File: config.mk
export PLATFORM = sky130hd
export DESIGN_NAME = issue_scoreboard_flat
export DESIGN_NICKNAME = d
export VERILOG_FILES = /design/src/rtl/issue_scoreboard_if.sv /design/src/rtl/issue_scoreboard.sv /design/src/flat_wrapper.sv
export SDC_FILE = /design/constraint.sdc
export NUM_CORES = 1
export LEC_CHECK = 0
export CAP_MARGIN = 20
export CORE_MARGIN = 2
export CORE_UTILIZATION = 45
export CTS_BUF_LIST = sky130_fd_sc_hd__clkbuf_4
export DETAILED_ROUTE_END_ITERATION = 7
export PLACE_DENSITY = 0.73
export REMOVE_ABC_BUFFERS = 1
export SETUP_SLACK_MARGIN = 0.5
export SKIP_CTS_REPAIR_TIMING = 1
export SYNTH_ARGS = -nofsm -noshare
export SYNTH_HDL_FRONTEND = slang
export SYNTH_HIERARCHICAL = 1
export SYNTH_SLANG_ARGS = --single-unit
File: constraint.sdc
create_clock -name clk -period 4.6 [get_ports clk]
set_input_delay 0.46 -clock clk [delete_from_list [all_inputs] [get_ports clk]]
set_output_delay 0.46 -clock clk [all_outputs]
set_load 0.01 [all_outputs]
File: src/rtl/issue_scoreboard_if.sv
// Decode/writeback/issue bundle between decode, the execution pipes and the issue scoreboard.
// master = decode/pipe side driving the scoreboard; slave = the scoreboard itself.
interface issue_scoreboard_if #(
  parameter int REG_WIDTH = 5
);
  logic                   flush;
  logic                   id_valid;
  logic [3:0]             id_exe_pipe;
  logic [REG_WIDTH-1:0]   id_a1;
  logic [REG_WIDTH-1:0]   id_a2;
  logic [REG_WIDTH-1:0]   id_rd;
  logic                   id_register_write;
  logic [3:0]             wb_valid;
  logic [4*REG_WIDTH-1:0] wb_rd;
  logic                   lsu_done;
  logic                   issue_valid;
  logic [3:0]             issue_pipe;
  logic                   stall;
  logic                   div_busy;

  modport master (
    output flush, id_valid, id_exe_pipe, id_a1, id_a2, id_rd, id_register_write,
    output wb_valid, wb_rd, lsu_done,
    input  issue_valid, issue_pipe, stall, div_busy
  );

  modport slave (
    input  flush, id_valid, id_exe_pipe, id_a1, id_a2, id_rd, id_register_write,
    input  wb_valid, wb_rd, lsu_done,
    output issue_valid, issue_pipe, stall, div_busy
  );
endinterface

File: src/rtl/issue_scoreboard.sv
// In-order issue scoreboard: RAW/WAW/structural stall, one-hot issue, DIV busy and LSU credit tracking.
// Optional macro ISSUE_SCOREBOARD_WB_BYPASS_EN lets same-cycle writebacks release hazards.
module issue_scoreboard #(
  parameter int NUM_REGS            = 32,
  parameter int REG_WIDTH           = 5,
  parameter int LSU_MAX_OUTSTANDING = 2
) (
  input logic           clk,
  input logic           rst,
  issue_scoreboard_if.slave bus
);
  localparam int CNT_W = 3;
  localparam logic [CNT_W:0] LSU_LIMIT = (CNT_W+1)'(LSU_MAX_OUTSTANDING);

  logic [NUM_REGS-1:0] pending_q;
  logic [NUM_REGS-1:0] pending_d;
  logic [NUM_REGS-1:0] release_s;
  logic [NUM_REGS-1:0] pending_eff_s;
  logic                div_busy_q;
  logic                div_busy_d;
  logic                div_eff_s;
  logic [CNT_W-1:0]    lsu_count_q;
  logic [CNT_W-1:0]    lsu_count_d;
  logic [CNT_W:0]      lsu_net_s;
  logic                raw_s;
  logic                waw_s;
  logic                struct_s;
  logic                decode_s;
  logic                go_s;
  logic                set_s;
  logic                lsu_inc_s;

  // Registers released by any pipe writing back this cycle.
  always_comb begin
    release_s = '0;
    for (int i = 0; i < 4; i++) begin
      release_s[bus.wb_rd[i*REG_WIDTH +: REG_WIDTH]] =
        release_s[bus.wb_rd[i*REG_WIDTH +: REG_WIDTH]] | bus.wb_valid[i];
    end
    release_s[0] = 1'b0;
  end

`ifdef ISSUE_SCOREBOARD_WB_BYPASS_EN
  assign pending_eff_s = pending_q & ~release_s;
  assign div_eff_s     = div_busy_q & ~bus.wb_valid[2];
`else
  assign pending_eff_s = pending_q;
  assign div_eff_s     = div_busy_q;
`endif

  // Hazard evaluation and issue/stall outputs.
  always_comb begin
    raw_s     = ((bus.id_a1 != '0) & pending_eff_s[bus.id_a1]) |
                ((bus.id_a2 != '0) & pending_eff_s[bus.id_a2]);
    waw_s     = bus.id_register_write & (bus.id_rd != '0) & pending_eff_s[bus.id_rd];
    // LSU credit returned this cycle is usable by the op in decode.
    lsu_net_s = {1'b0, lsu_count_q} - {{CNT_W{1'b0}}, bus.lsu_done};
    struct_s  = (bus.id_exe_pipe[2] & div_eff_s) |
                (bus.id_exe_pipe[3] & (lsu_net_s == LSU_LIMIT));
    decode_s  = bus.id_valid & ~bus.flush & (bus.id_exe_pipe != 4'b0000);
    go_s      = decode_s & ~(raw_s | waw_s | struct_s);
    bus.issue_valid = go_s;
    bus.stall       = decode_s & (raw_s | waw_s | struct_s);
    if (go_s) begin
      bus.issue_pipe = bus.id_exe_pipe;
    end else begin
      bus.issue_pipe = 4'b0000;
    end
  end

  assign bus.div_busy = div_busy_q;

  // Next-state: clears first, then a new destination set wins.
  always_comb begin
    set_s     = go_s & bus.id_register_write & (bus.id_rd != '0);
    pending_d = pending_q & ~release_s;
    pending_d[bus.id_rd] = pending_d[bus.id_rd] | set_s;
    pending_d[0] = 1'b0;

    if (go_s & bus.id_exe_pipe[2]) begin
      div_busy_d = 1'b1;
    end else if (bus.wb_valid[2]) begin
      div_busy_d = 1'b0;
    end else begin
      div_busy_d = div_busy_q;
    end

    lsu_inc_s = go_s & bus.id_exe_pipe[3];
    case ({lsu_inc_s, bus.lsu_done})
      2'b10:   lsu_count_d = lsu_count_q + 3'd1;
      2'b01:   lsu_count_d = (lsu_count_q == 3'd0) ? 3'd0 : lsu_count_q - 3'd1;
      default: lsu_count_d = lsu_count_q;
    endcase
  end

  // State registers with synchronous reset.
  always_ff @(posedge clk) begin
    if (rst) begin
      pending_q   <= '0;
      div_busy_q  <= 1'b0;
      lsu_count_q <= 3'd0;
    end else begin
      pending_q   <= pending_d;
      div_busy_q  <= div_busy_d;
      lsu_count_q <= lsu_count_d;
    end
  end

  issue_scoreboard_chk u_chk (
    .clk         (clk),
    .rst         (rst),
    .id_valid    (bus.id_valid),
    .id_exe_pipe (bus.id_exe_pipe)
  );
endmodule

// Protocol checks on the decode side: at most one pipe selected per instruction.
module issue_scoreboard_chk (
  input logic       clk,
  input logic       rst,
  input logic       id_valid,
  input logic [3:0] id_exe_pipe
);
  a_pipe_onehot: assert property (@(posedge clk) disable iff (rst)
    id_valid |-> $onehot0(id_exe_pipe));
endmodule

File: src/flat_wrapper.sv
// flat-port wrapper written by rule: the top's interface ports become plain ports
module issue_scoreboard_flat 
#(
  parameter int NUM_REGS            = 32,
  parameter int REG_WIDTH           = 5,
  parameter int LSU_MAX_OUTSTANDING = 2
)
  (clk, rst, bus_flush, bus_id_valid, bus_id_exe_pipe, bus_id_a1, bus_id_a2, bus_id_rd, bus_id_register_write, bus_wb_valid, bus_wb_rd, bus_lsu_done, bus_issue_valid, bus_issue_pipe, bus_stall, bus_div_busy);
  issue_scoreboard_if #(.REG_WIDTH(REG_WIDTH)) bus_i ();
  input logic clk;
  input logic rst;
  input wire logic [$bits(bus_i.flush)-1:0] bus_flush;
  input wire logic [$bits(bus_i.id_valid)-1:0] bus_id_valid;
  input wire logic [$bits(bus_i.id_exe_pipe)-1:0] bus_id_exe_pipe;
  input wire logic [$bits(bus_i.id_a1)-1:0] bus_id_a1;
  input wire logic [$bits(bus_i.id_a2)-1:0] bus_id_a2;
  input wire logic [$bits(bus_i.id_rd)-1:0] bus_id_rd;
  input wire logic [$bits(bus_i.id_register_write)-1:0] bus_id_register_write;
  input wire logic [$bits(bus_i.wb_valid)-1:0] bus_wb_valid;
  input wire logic [$bits(bus_i.wb_rd)-1:0] bus_wb_rd;
  input wire logic [$bits(bus_i.lsu_done)-1:0] bus_lsu_done;
  output wire logic [$bits(bus_i.issue_valid)-1:0] bus_issue_valid;
  output wire logic [$bits(bus_i.issue_pipe)-1:0] bus_issue_pipe;
  output wire logic [$bits(bus_i.stall)-1:0] bus_stall;
  output wire logic [$bits(bus_i.div_busy)-1:0] bus_div_busy;
  assign bus_i.flush = bus_flush;
  assign bus_i.id_valid = bus_id_valid;
  assign bus_i.id_exe_pipe = bus_id_exe_pipe;
  assign bus_i.id_a1 = bus_id_a1;
  assign bus_i.id_a2 = bus_id_a2;
  assign bus_i.id_rd = bus_id_rd;
  assign bus_i.id_register_write = bus_id_register_write;
  assign bus_i.wb_valid = bus_wb_valid;
  assign bus_i.wb_rd = bus_wb_rd;
  assign bus_i.lsu_done = bus_lsu_done;
  assign bus_issue_valid = bus_i.issue_valid;
  assign bus_issue_pipe = bus_i.issue_pipe;
  assign bus_stall = bus_i.stall;
  assign bus_div_busy = bus_i.div_busy;
  issue_scoreboard #(.NUM_REGS(NUM_REGS), .REG_WIDTH(REG_WIDTH), .LSU_MAX_OUTSTANDING(LSU_MAX_OUTSTANDING)) u_core (.clk(clk), .rst(rst), .bus(bus_i));
endmodule
== Word level (Yosys, flattened, before mapping) ==
Memories as Yosys holds them, arrays and structs flattened.
Index checks and enable logic that the tools add are counted.

* Flip-flop bits (word level): 36
* ROM bits: 32
* Bits of input ports: 49
* Output and inout bits: 7
* Logic and storage cells: 97
* Memories: 1

* Add/subtract/negate cells: 3
* $lt $le $gt $ge: 12
* Equality and inequality tests: 3
* Multiplexer cells: 34
* Bitwise operators: 28
* Reduce and logical (&&, ||, !) cells: 12

{| class="wikitable"
|+ Memory list
! name !! words !! width !! rd ports !! clocked after memory_dff !! wr ports !! RTL line !! source
|-
| (name not given) || 32 || 1 || 1 || 0 || 0 || issue_scoreboard.sv:38 || <nowiki>release_s[bus.wb_rd[i*REG_WIDTH +: REG_WIDTH]] | bus.wb_valid[i];</nowiki>
|}

{| class="wikitable"
|+ Operators with widths
! kind !! count
|-
| 32-bit bitwise mux || 4
|-
| 32-bit bitwise AND || 2
|-
| 5-bit by 6-bit less-than comparator with 1-bit output (second input constant) || 7
|-
| 1-bit binary-select mux with 5-bit select || 7
|-
| 32-bit NOT || 1
|-
| 1-bit demux with 5-bit select || 5
|-
| 5-bit by 1-bit >= comparator with 1-bit output (second input constant) || 5
|-
| 1-bit 2-to-1 mux || 15
|-
| 5-bit nonzero test || 3
|-
| 1-bit bitwise AND || 14
|-
| 1-bit OR || 9
|-
| 3-bit case mux with 2 select lines || 1
|-
| 1-bit logical AND || 5
|-
| 4-bit by 2-bit == test with 1-bit output (second input constant) || 1
|-
| 4-bit 2-to-1 mux || 1
|-
| 2-bit nonzero test || 2
|-
| 4-bit nonzero test || 1
|-
| 3-bit by 1-bit subtractor with 4-bit output || 1
|-
| 3-bit by 1-bit adder with 3-bit output (second input constant) || 1
|-
| 3-bit zero test || 1
|-
| 3-bit 2-to-1 mux || 1
|-
| 3-bit by 1-bit subtractor with 3-bit output (second input constant) || 1
|-
| 2-bit by 1-bit == test with 1-bit output (second input constant) || 1
|-
| 2-bit == test (second input constant) || 1
|-
| 1-bit NOT || 2
|}

== Depth between registers and ports, before layout ==
Gate-level depths: netlist of run 1.

* Word-level depth: 23
* Mapped depth: 20
* Depth with buffers taken out: 15

== Least setup slack after synthesis of run 1 ==
No wires, ideal clock.

* Path type: in2reg
* Start: in bus_wb_rd[5]
* End: reg u_core.pending_q[20] (netlist: u_core/pending_eff_s[20])
* Setup time: 0.138 ns
* Arrival: 3.962 ns
* Required time: 4.462 ns
* Path slack: 0.500 ns
* Stages: 19
* Buffers on the path: 5
* Path through: buf_2 > xor2_1 > or2_1 > o21ai_2 > buf_2 > o41ai_1 > a41oi_1 > o21ai_1 > buf_2 > a311o_1 > a31oi_2 > or4_4 > nor2_2 > buf_4 > o311a_1 > a22o_1 > a211oi_2 > buf_2 > a311oi_1

* Word-level cells in the longest chain between the ends: 19
* Elaborated cells between the ends (all ways): 23
* Classes of those cells: order compare (2); mux (14); bitwise (6); reduce/logical (1)

{| class="wikitable"
|+ Ends and longest elaborated chain
! element !! RTL line !! source
|-
| from (decl) || flat_wrapper.sv:20 || <nowiki>input wire logic [$bits(bus_i.wb_rd)-1:0] bus_wb_rd;</nowiki>
|-
| 5-bit by 6-bit less-than comparator with 1-bit output (not written as such) / 5-bit by 1-bit >= comparator with 1-bit output (equally long branches) || issue_scoreboard.sv:37 || <nowiki>release_s[bus.wb_rd[i*REG_WIDTH +: REG_WIDTH]] =</nowiki>
|-
| 1-bit logical AND (not written as such) || issue_scoreboard.sv:37 ||
|-
| 1-bit 2-to-1 mux (not written as such) || issue_scoreboard.sv:37 ||
|-
| 1-bit demux with 5-bit select || - ||
|-
| 32-bit bitwise mux (*) || issue_scoreboard.sv:37 ||
|-
| 1-bit binary-select mux with 5-bit select || issue_scoreboard.sv:38 ||
|-
| 1-bit 2-to-1 mux (not written as such) || issue_scoreboard.sv:38 ||
|-
| 1-bit OR || issue_scoreboard.sv:38 ||
|-
| [... 3 more ...] || - ||
|-
| 1-bit OR || issue_scoreboard.sv:38 ||
|-
| 32-bit bitwise mux (*) || issue_scoreboard.sv:37 ||
|-
| 32-bit NOT (*) || issue_scoreboard.sv:76 || <nowiki>pending_d = pending_q & ~release_s;</nowiki>
|-
| 32-bit bitwise AND (*) || issue_scoreboard.sv:76 ||
|-
| 1-bit binary-select mux with 5-bit select || issue_scoreboard.sv:77 || <nowiki>pending_d[bus.id_rd] = pending_d[bus.id_rd] | set_s;</nowiki>
|-
| 1-bit 2-to-1 mux (not written as such) || issue_scoreboard.sv:77 ||
|-
| 1-bit OR || issue_scoreboard.sv:77 ||
|-
| 32-bit bitwise mux (*) || issue_scoreboard.sv:77 ||
|-
| to (signal assigned) || issue_scoreboard.sv:103 || <nowiki>pending_q <= pending_d;</nowiki>
|-
| to (decl) || issue_scoreboard.sv:15 || <nowiki>logic [NUM_REGS-1:0] pending_q;</nowiki>
|}

Every way passes the cells marked *; elsewhere a longest branch is shown, timed or not. The select of a mux whose other input is x is not followed.
A chain may end at the register's enable or synchronous reset.

== Final worst setup path of run 1 ==
* Start: in bus_wb_rd[9]
* End: reg u_core.pending_q[28] (netlist: u_core/pending_eff_s[28])

Same word-level chain as after synthesis.

==> impl_metrics.toml, run 1 <==
[status]
outcome = "finished clean"

[worst_setup_path]
cp_max_fo = 8
path_cells = "buf_8 > buf_6 > buf_6 > or3_4 > o211ai_1 > o22ai_1 > nand2_1 > a41oi_2 > buf_4 > o31ai_4 > buf_6 > nor2_4 > a2111o_1 > buf_4 > or2_4 > nor4_4 > buf_4 > o311a_1 > a211o_2 > a211oi_4 > buf_6 > clkbuf_16 > a311oi_2"
critPathSlowestCell = "or3_4"
crit_buf_inv = 9
start_kind = "input port"
crit_family = "compound AO/OA/AOI/OAI gates"
r2r_slack_ns = 0.90
required_ns = 4.93
critPathKind = "input port to flip-flop"
end_kind = "flip-flop"
worst_path_largest_cell_delay_ns = 0.40
cp_common_cell = "buf_6"
arrival_ns = 4.69

[die]
fp.dieW_um = 125
top_level_ports = 56
initial_utilization_pct = 45.6
die_area_um2 = 15500
rows = 44
core_area_um2 = 14400
die_y_um = 125

[routing]
viasPerCell = 6.94
wl_met2_um = 14200
drc_errors = 0
drt-initial-drc-count = 1578
wl_um = 34500
vias = 9779
met3WireLength_um = 5380
top_layer_used = "met4"
drt-pass1-iter-count = 6
final_antenna_net_count = 0
met1_length_um = 13900
avgRoutedWirePerCell_um = 24.5

[layout]
drive_gt1_share_pct = 39.9
fin_nets = 1277
syn_to_final_growth_pct = 57.6

[synthesis]
syn_area_um2 = 6550
ys_seq_area_share_pct = 10.7
synth_most_common_cell = "nand2_1"
synth.top_cell.area_share_pct = 10.7
synth_top_flop_cell = "dfxtp_1"
netlist_top_cells_area = "dfxtp_1 (11%), mux4_2 (8.6%), nand2_1 (7.7%), nor2_1 (5.3%), nand3_1 (3.7%)"
avgSynthCellArea_um2 = 7.01
syn_inst = 934
async_reset_ff_share_pct = 0
synth_cell_type_count = 96
yosysTopAreaCell = "dfxtp_1"
synthTopCellsByCount = "nand2_1 (134), nor2_1 (92), nand3_1 (49), a21oi_1 (43), o21ai_0 (42)"
ys_seq_elements = 35
ys.warnings.count = 6
synth_edf_count = 0

[sta]
period_needed_ns = 4.37
final-max-slew-violation-count = 0
clock_skew_ns = 0.0190
post-route-period-util_pct = 94.9
fmax_ghz = 0.229
rsz0062_at_grt = "true"
worst_slack_ns = 0.233
tns_ns = 0
max_slew_margin_pct = 47.7
hold_violations = 0
setup_violations = 0
worst_pin_slew_ns = 0.781

[clock_tree]
clockRootBuffer = "clkbuf_4"
cts.htree.levels = 2
clockBufferDepth = 2
cts_tree = "yes"
cts.clk_slew.worst_paths_ns = 0.14
insertion_delay_ns = 0.41
numCtsBuffers = 5
cts_sinks = 35

[placement]
hpwl_um = 25100
gp_congestion = 1.02
place_ws_ns = -0.669
port_buffers = 55

[global_route]
first_global_vias = 8547
antenna_found_initial = 1
grt_max_degree = 37
grt_pass1_wl_um = 48200
gr-total-overflow = 0
track_usage_pct = 39.1

[pwr]
p_per_area_nw_per_um2 = 120
peakVddDrop_v = 0.000150
leakage_nw = 3.94
comb_power_share_pct = 59.0
p_sw_share_pct = 44.1
p_switching_uw = 547
sequentialPowerShare_pct = 25.7
internal_power_uw = 692
power_frac_clock_pct = 15.3

[hold_path]
hold_class = "flip-flop to flip-flop"

[job]
drv_cap = 0
## layout by cell type, fill, tap and decap left out, types with 15 or more instances in the layout
cell type and n:
clkdlybuf4s50_1 33, nor3_1 23, a31oi_1 19, nand3_1 47, o21ai_0 38, inv_1 23
dfxtp_1 35, mux4_2 25, nor2b_1 15, a21oi_1 36, o22ai_1 18, buf_4 267
nand2_1 130, nor2_1 85, buf_6 19
## per-stage QoR
step | area, um2 | utilization, % | hold WS [ns] | cells | power [mW]
finish | 10300 | 71.8 | 0.552 | 1409 | 1.24
global route | 10300 | 71.8 | 0.560 | 1409 | 1.28
CTS | 9030 | 62.8 | 0.552 | 1362 | 1.08
detailed placement | 8980 | 62.5 | 0.519 | 1354 | 0.903
global placement | 8980 | 62.5 | 0.496 | 1354 | 0.903
floorplan | 6210 | - | 0.487 | 861 | 0.548
## power by group through the flow
stage / Sequential, mW / Clock (mW) / Combinational, mW
3_3_place_gp: 0.324 / 0 / 0.579
6_report: 0.319 / 0.190 / 0.730
2_1_floorplan: 0.321 / 0 / 0.226
4_1_cts: 0.318 / 0.179 / 0.581
3_5_place_dp: 0.325 / 0 / 0.578
5_1_grt: 0.319 / 0.200 / 0.757
## cell families after synthesis
family	after synthesis	share of synthesized area, %
AOI/OAI and AO/OA	313	35.9
buffers and inverters	97	6.57
DFF	35	10.7
adders and majority gates	6	1.15
and+or+nand+nor	434	33.4
xor gates and xnor gates	8	1.18
muxes	41	11.1
## state kept, by name, indices dropped and copies added, names as in the netlist
signal / flops
u_core/lsu_count_q: 3
u_core/bus.div_busy: 1
u_core/pending_eff_s: 31
## metal layers
metal / vias to the layer above / global-route usage, %
li1: 4211 / -
met4: 0 / 6.54
met5: - / 0
met3: 106 / 13.5
met2: 803 / 56.3
met1: 4659 / 57.0
## final timing paths
path                                             from  cells past startpoint                             endpoint
setup reg to reg  u_core/pending_eff_s[24]$_SDFF_PP0_                     16  u_core/pending_eff_s[28]$_SDFF_PP0_
hold reg to reg    u_core/lsu_count_q[1]$_SDFFE_PP0P_                      2   u_core/lsu_count_q[1]$_SDFFE_PP0P_
hold / removal     u_core/lsu_count_q[1]$_SDFFE_PP0P_                      2   u_core/lsu_count_q[1]$_SDFFE_PP0P_
setup / recovery                         bus_wb_rd[9]                     23  u_core/pending_eff_s[28]$_SDFF_PP0_
## worst register-to-register path: cells and delay by family, from the launching register on
family | cells | cell delay (ns)
buffers and inverters | 3 | 0.49
AO/OA/AOI/OAI | 6 | 0.79
multiplexers | 3 | 1.19
flip-flops | 1 | 0.41
AND/OR/NAND/NOR | 4 | 0.73
## area by class of cell
type / instances / area (um2)
multi-input combinational: 802 / 6190
fill: 1168 / 4050
timing repair buffer: 354 / 3050
sequential: 35 / 701
tap: 184 / 230
inverter: 24 / 90.1
clock buffer: 5 / 37.5
clock inverter: 3 / 15.0
antenna: 2 / 5.00
(Power assumes the default switching activity.)
==> run 2, diff against run 1 <==
ABC_AREA = 1   (was unset)
CTS_CLUSTER_SIZE = 25   (was unset)
==> impl_metrics.toml, run 2 <==
[clock_tree]
clockRootBuffer = "clkbuf_4"
insertion_delay_ns = 0.41
cts.clk_slew.worst_paths_ns = 0.14
cts_sinks = 35
numCtsBuffers = 5
cts.htree.levels = 2
cts_tree = "yes"
clockBufferDepth = 2

[synthesis]
synth_compound_area_share_pct = 22.0
ys_seq_area_share_pct = 11.3
async_reset_ff_share_pct = 0
netlist_top_cells_area = "nand2_1 (18%), nor2_1 (16%), nand3_1 (14%), dfxtp_1 (11%), inv_1 (9.6%)"
synth.top_cell.area_share_pct = 18.0
synth_simple_gate_area_share_pct = 50.7
synth_edf_count = 0
ys.warnings.count = 6
yosysTopAreaCell = "nand2_1"
ys_seq_elements = 35
avgSynthCellArea_um2 = 4.94
synth_most_common_cell = "nand2_1"
synth_cell_type_count = 35
synth_fa_ha_area_share_pct = 1.21
synth_top_flop_cell = "dfxtp_1"
syn_area_um2 = 6220
synthMuxAreaShare_pct = 0
synth_top_family_by_area = "simple AND/OR/NAND/NOR gates"
synth_xor_area_share_pct = 0
synthTopCellsByCount = "nand2_1 (298), nor2_1 (264), nand3_1 (176), inv_1 (160), o21ai_0 (92)"
syn_inst = 1260

[placement]
place_ws_ns = -0.675
gp_congestion = 1.00
port_buffers = 55
hpwl_um = 19000
dpl.cell_count = 1651

[job]
drv_cap = 0

[sta]
final-max-slew-violation-count = 0
fmax_ghz = 0.218
worst_slack_ns = 0.0186
worst_pin_slew_ns = 0.621
max_slew_margin_pct = 58.5
setup_violations = 0
period_needed_ns = 4.58
clock_skew_ns = 0.0354
hold_violations = 0
tns_ns = 0
post-route-period-util_pct = 99.6
rsz0062_at_grt = "true"

[die]
core_area_um2 = 13400
rows = 42
fp.dieW_um = 122
top_level_ports = 56
die_area_um2 = 14800
die_y_um = 122
initial_utilization_pct = 46.5

[global_route]
grt_pass1_wl_um = 39200
gr-total-overflow = 0
track_usage_pct = 32.6
grt_max_degree = 36
first_global_vias = 8263
antenna_found_initial = 0

[layout]
final_cell_mix = "nand2_1 (269), nor2_1 (245), buf_4 (211), inv_1 (153), nand3_1 (115)"
final_cell_count_no_fill = 1698
syn_to_final_growth_pct = 56.3
final_common_cell = "nand2_1"
drive_gt1_share_pct = 26.7
fin_nets = 1576
largest_register_ffs = 31
n_antenna_cell = 0

[pwr]
power_mw = 1.14
peakVddDrop_v = 0.0000892
leakage_nw = 4.61
p_per_area_nw_per_um2 = 117

[worst_setup_path]
cp_max_fo = 8
worst_path_largest_cell_delay_ns = 0.19
start_kind = "input port"
crit_buf_inv = 11
crit_family = "simple AND/OR/NAND/NOR gates"
arrival_ns = 4.93
required_ns = 4.95
cp_common_cell = "nand2_1"
end_kind = "flip-flop"
critPathKind = "input port to flip-flop"
critPathSlowestCell = "nor2_4"

[routing]
avgRoutedWirePerCell_um = 17.5
wl_um = 29600
drt-pass1-iter-count = 8
vias = 10200
drc_errors = 19
final_antenna_net_count = 0
viasPerCell = 6.01
drt-initial-drc-count = 1750

[status]
outcome = "finished, violations left"
violations = "DRC"

[hold_path]
hold_class = "flip-flop to flip-flop"
[run 2: worst paths after layout]
| kind | start | endpoint | slack, ns | cells after the start |
|---|---|---|---|---|
| setup / recovery | bus_wb_valid[0] | u_core/pending_eff_s[18]$_SDFF_PP0_ | 0.02 | 41 |
| hold / removal | u_core/bus.div_busy$_SDFFE_PP0P_ | u_core/bus.div_busy$_SDFFE_PP0P_ | 0.51 | 2 |
| setup reg to reg | u_core/pending_eff_s[1]$_SDFF_PP0_ | u_core/pending_eff_s[11]$_SDFF_PP0_ | 1.50 | 18 |
| hold reg to reg | u_core/bus.div_busy$_SDFFE_PP0P_ | u_core/bus.div_busy$_SDFFE_PP0P_ | 0.51 | 2 |
[run 2: tightest hold or removal path: stages, from the launching register on]
cell and delay (ns):
dfxtp_1 0.36, nand2_1 0.07, a21oi_1 0.06
[run 2: cell type report]
| class | count | area (um2) |
|---|---|---|
| inverters | 174 | 687 |
| multi-input cells | 1003 | 5260 |
| clock inverters | 3 | 15.0 |
| flip-flops and latches | 35 | 701 |
| fillers | 1039 | 3670 |
| repair buffers | 300 | 2780 |
| well taps | 176 | 220 |
| clock buffers | 5 | 37.5 |
| repair inverters | 2 | 20.0 |
[run 2: cell families after synthesis]
family | Yosys count
adders and majority gates | 6
and+or+nand+nor | 760
DFF | 35
AOI/OAI and AO/OA | 237
buffers and inverters | 222
[run 2: power breakdown]
part / leakage (nW) / total, mW / switching [mW] / internal (mW)
registers: 0.284 / 0.322 / 0.0104 / 0.312
logic: 4.29 / 0.623 / 0.366 / 0.257
clock network: 0.0347 / 0.196 / 0.139 / 0.0570
total: 4.61 / 1.14 / 0.515 / 0.626
[run 2: per-stage QoR]
| step | utilization, % | hold WS (ns) | instance area (um2) |
|---|---|---|---|
| 5_1_grt | 72.6 | 0.533 | 9730 |
| 2_1_floorplan | - | 0.490 | 5960 |
| 6_report | 72.6 | 0.511 | 9730 |
| 3_3_place_gp | 62.4 | 0.472 | 8360 |
| 4_1_cts | 62.8 | 0.494 | 8420 |
| 3_5_place_dp | 62.4 | 0.474 | 8360 |
[run 2: layer usage]
layer  up-vias  routed length [um]  global-route usage (%)
met4         0                1340                    8.05
met5         -                   0                       0
met3       192                4340                    6.18
met2       836               12800                    51.6
met1      4536               11100                    45.8
li1       4647                   -                       -
==> run 3, diff against run 2 <==
CAP_MARGIN = 10   (was 20)
GPL_ROUTABILITY_DRIVEN = 1   (was unset)
==> results of run 3 <==
The final DEF is identical to that of run 2; final timing and power are the same.
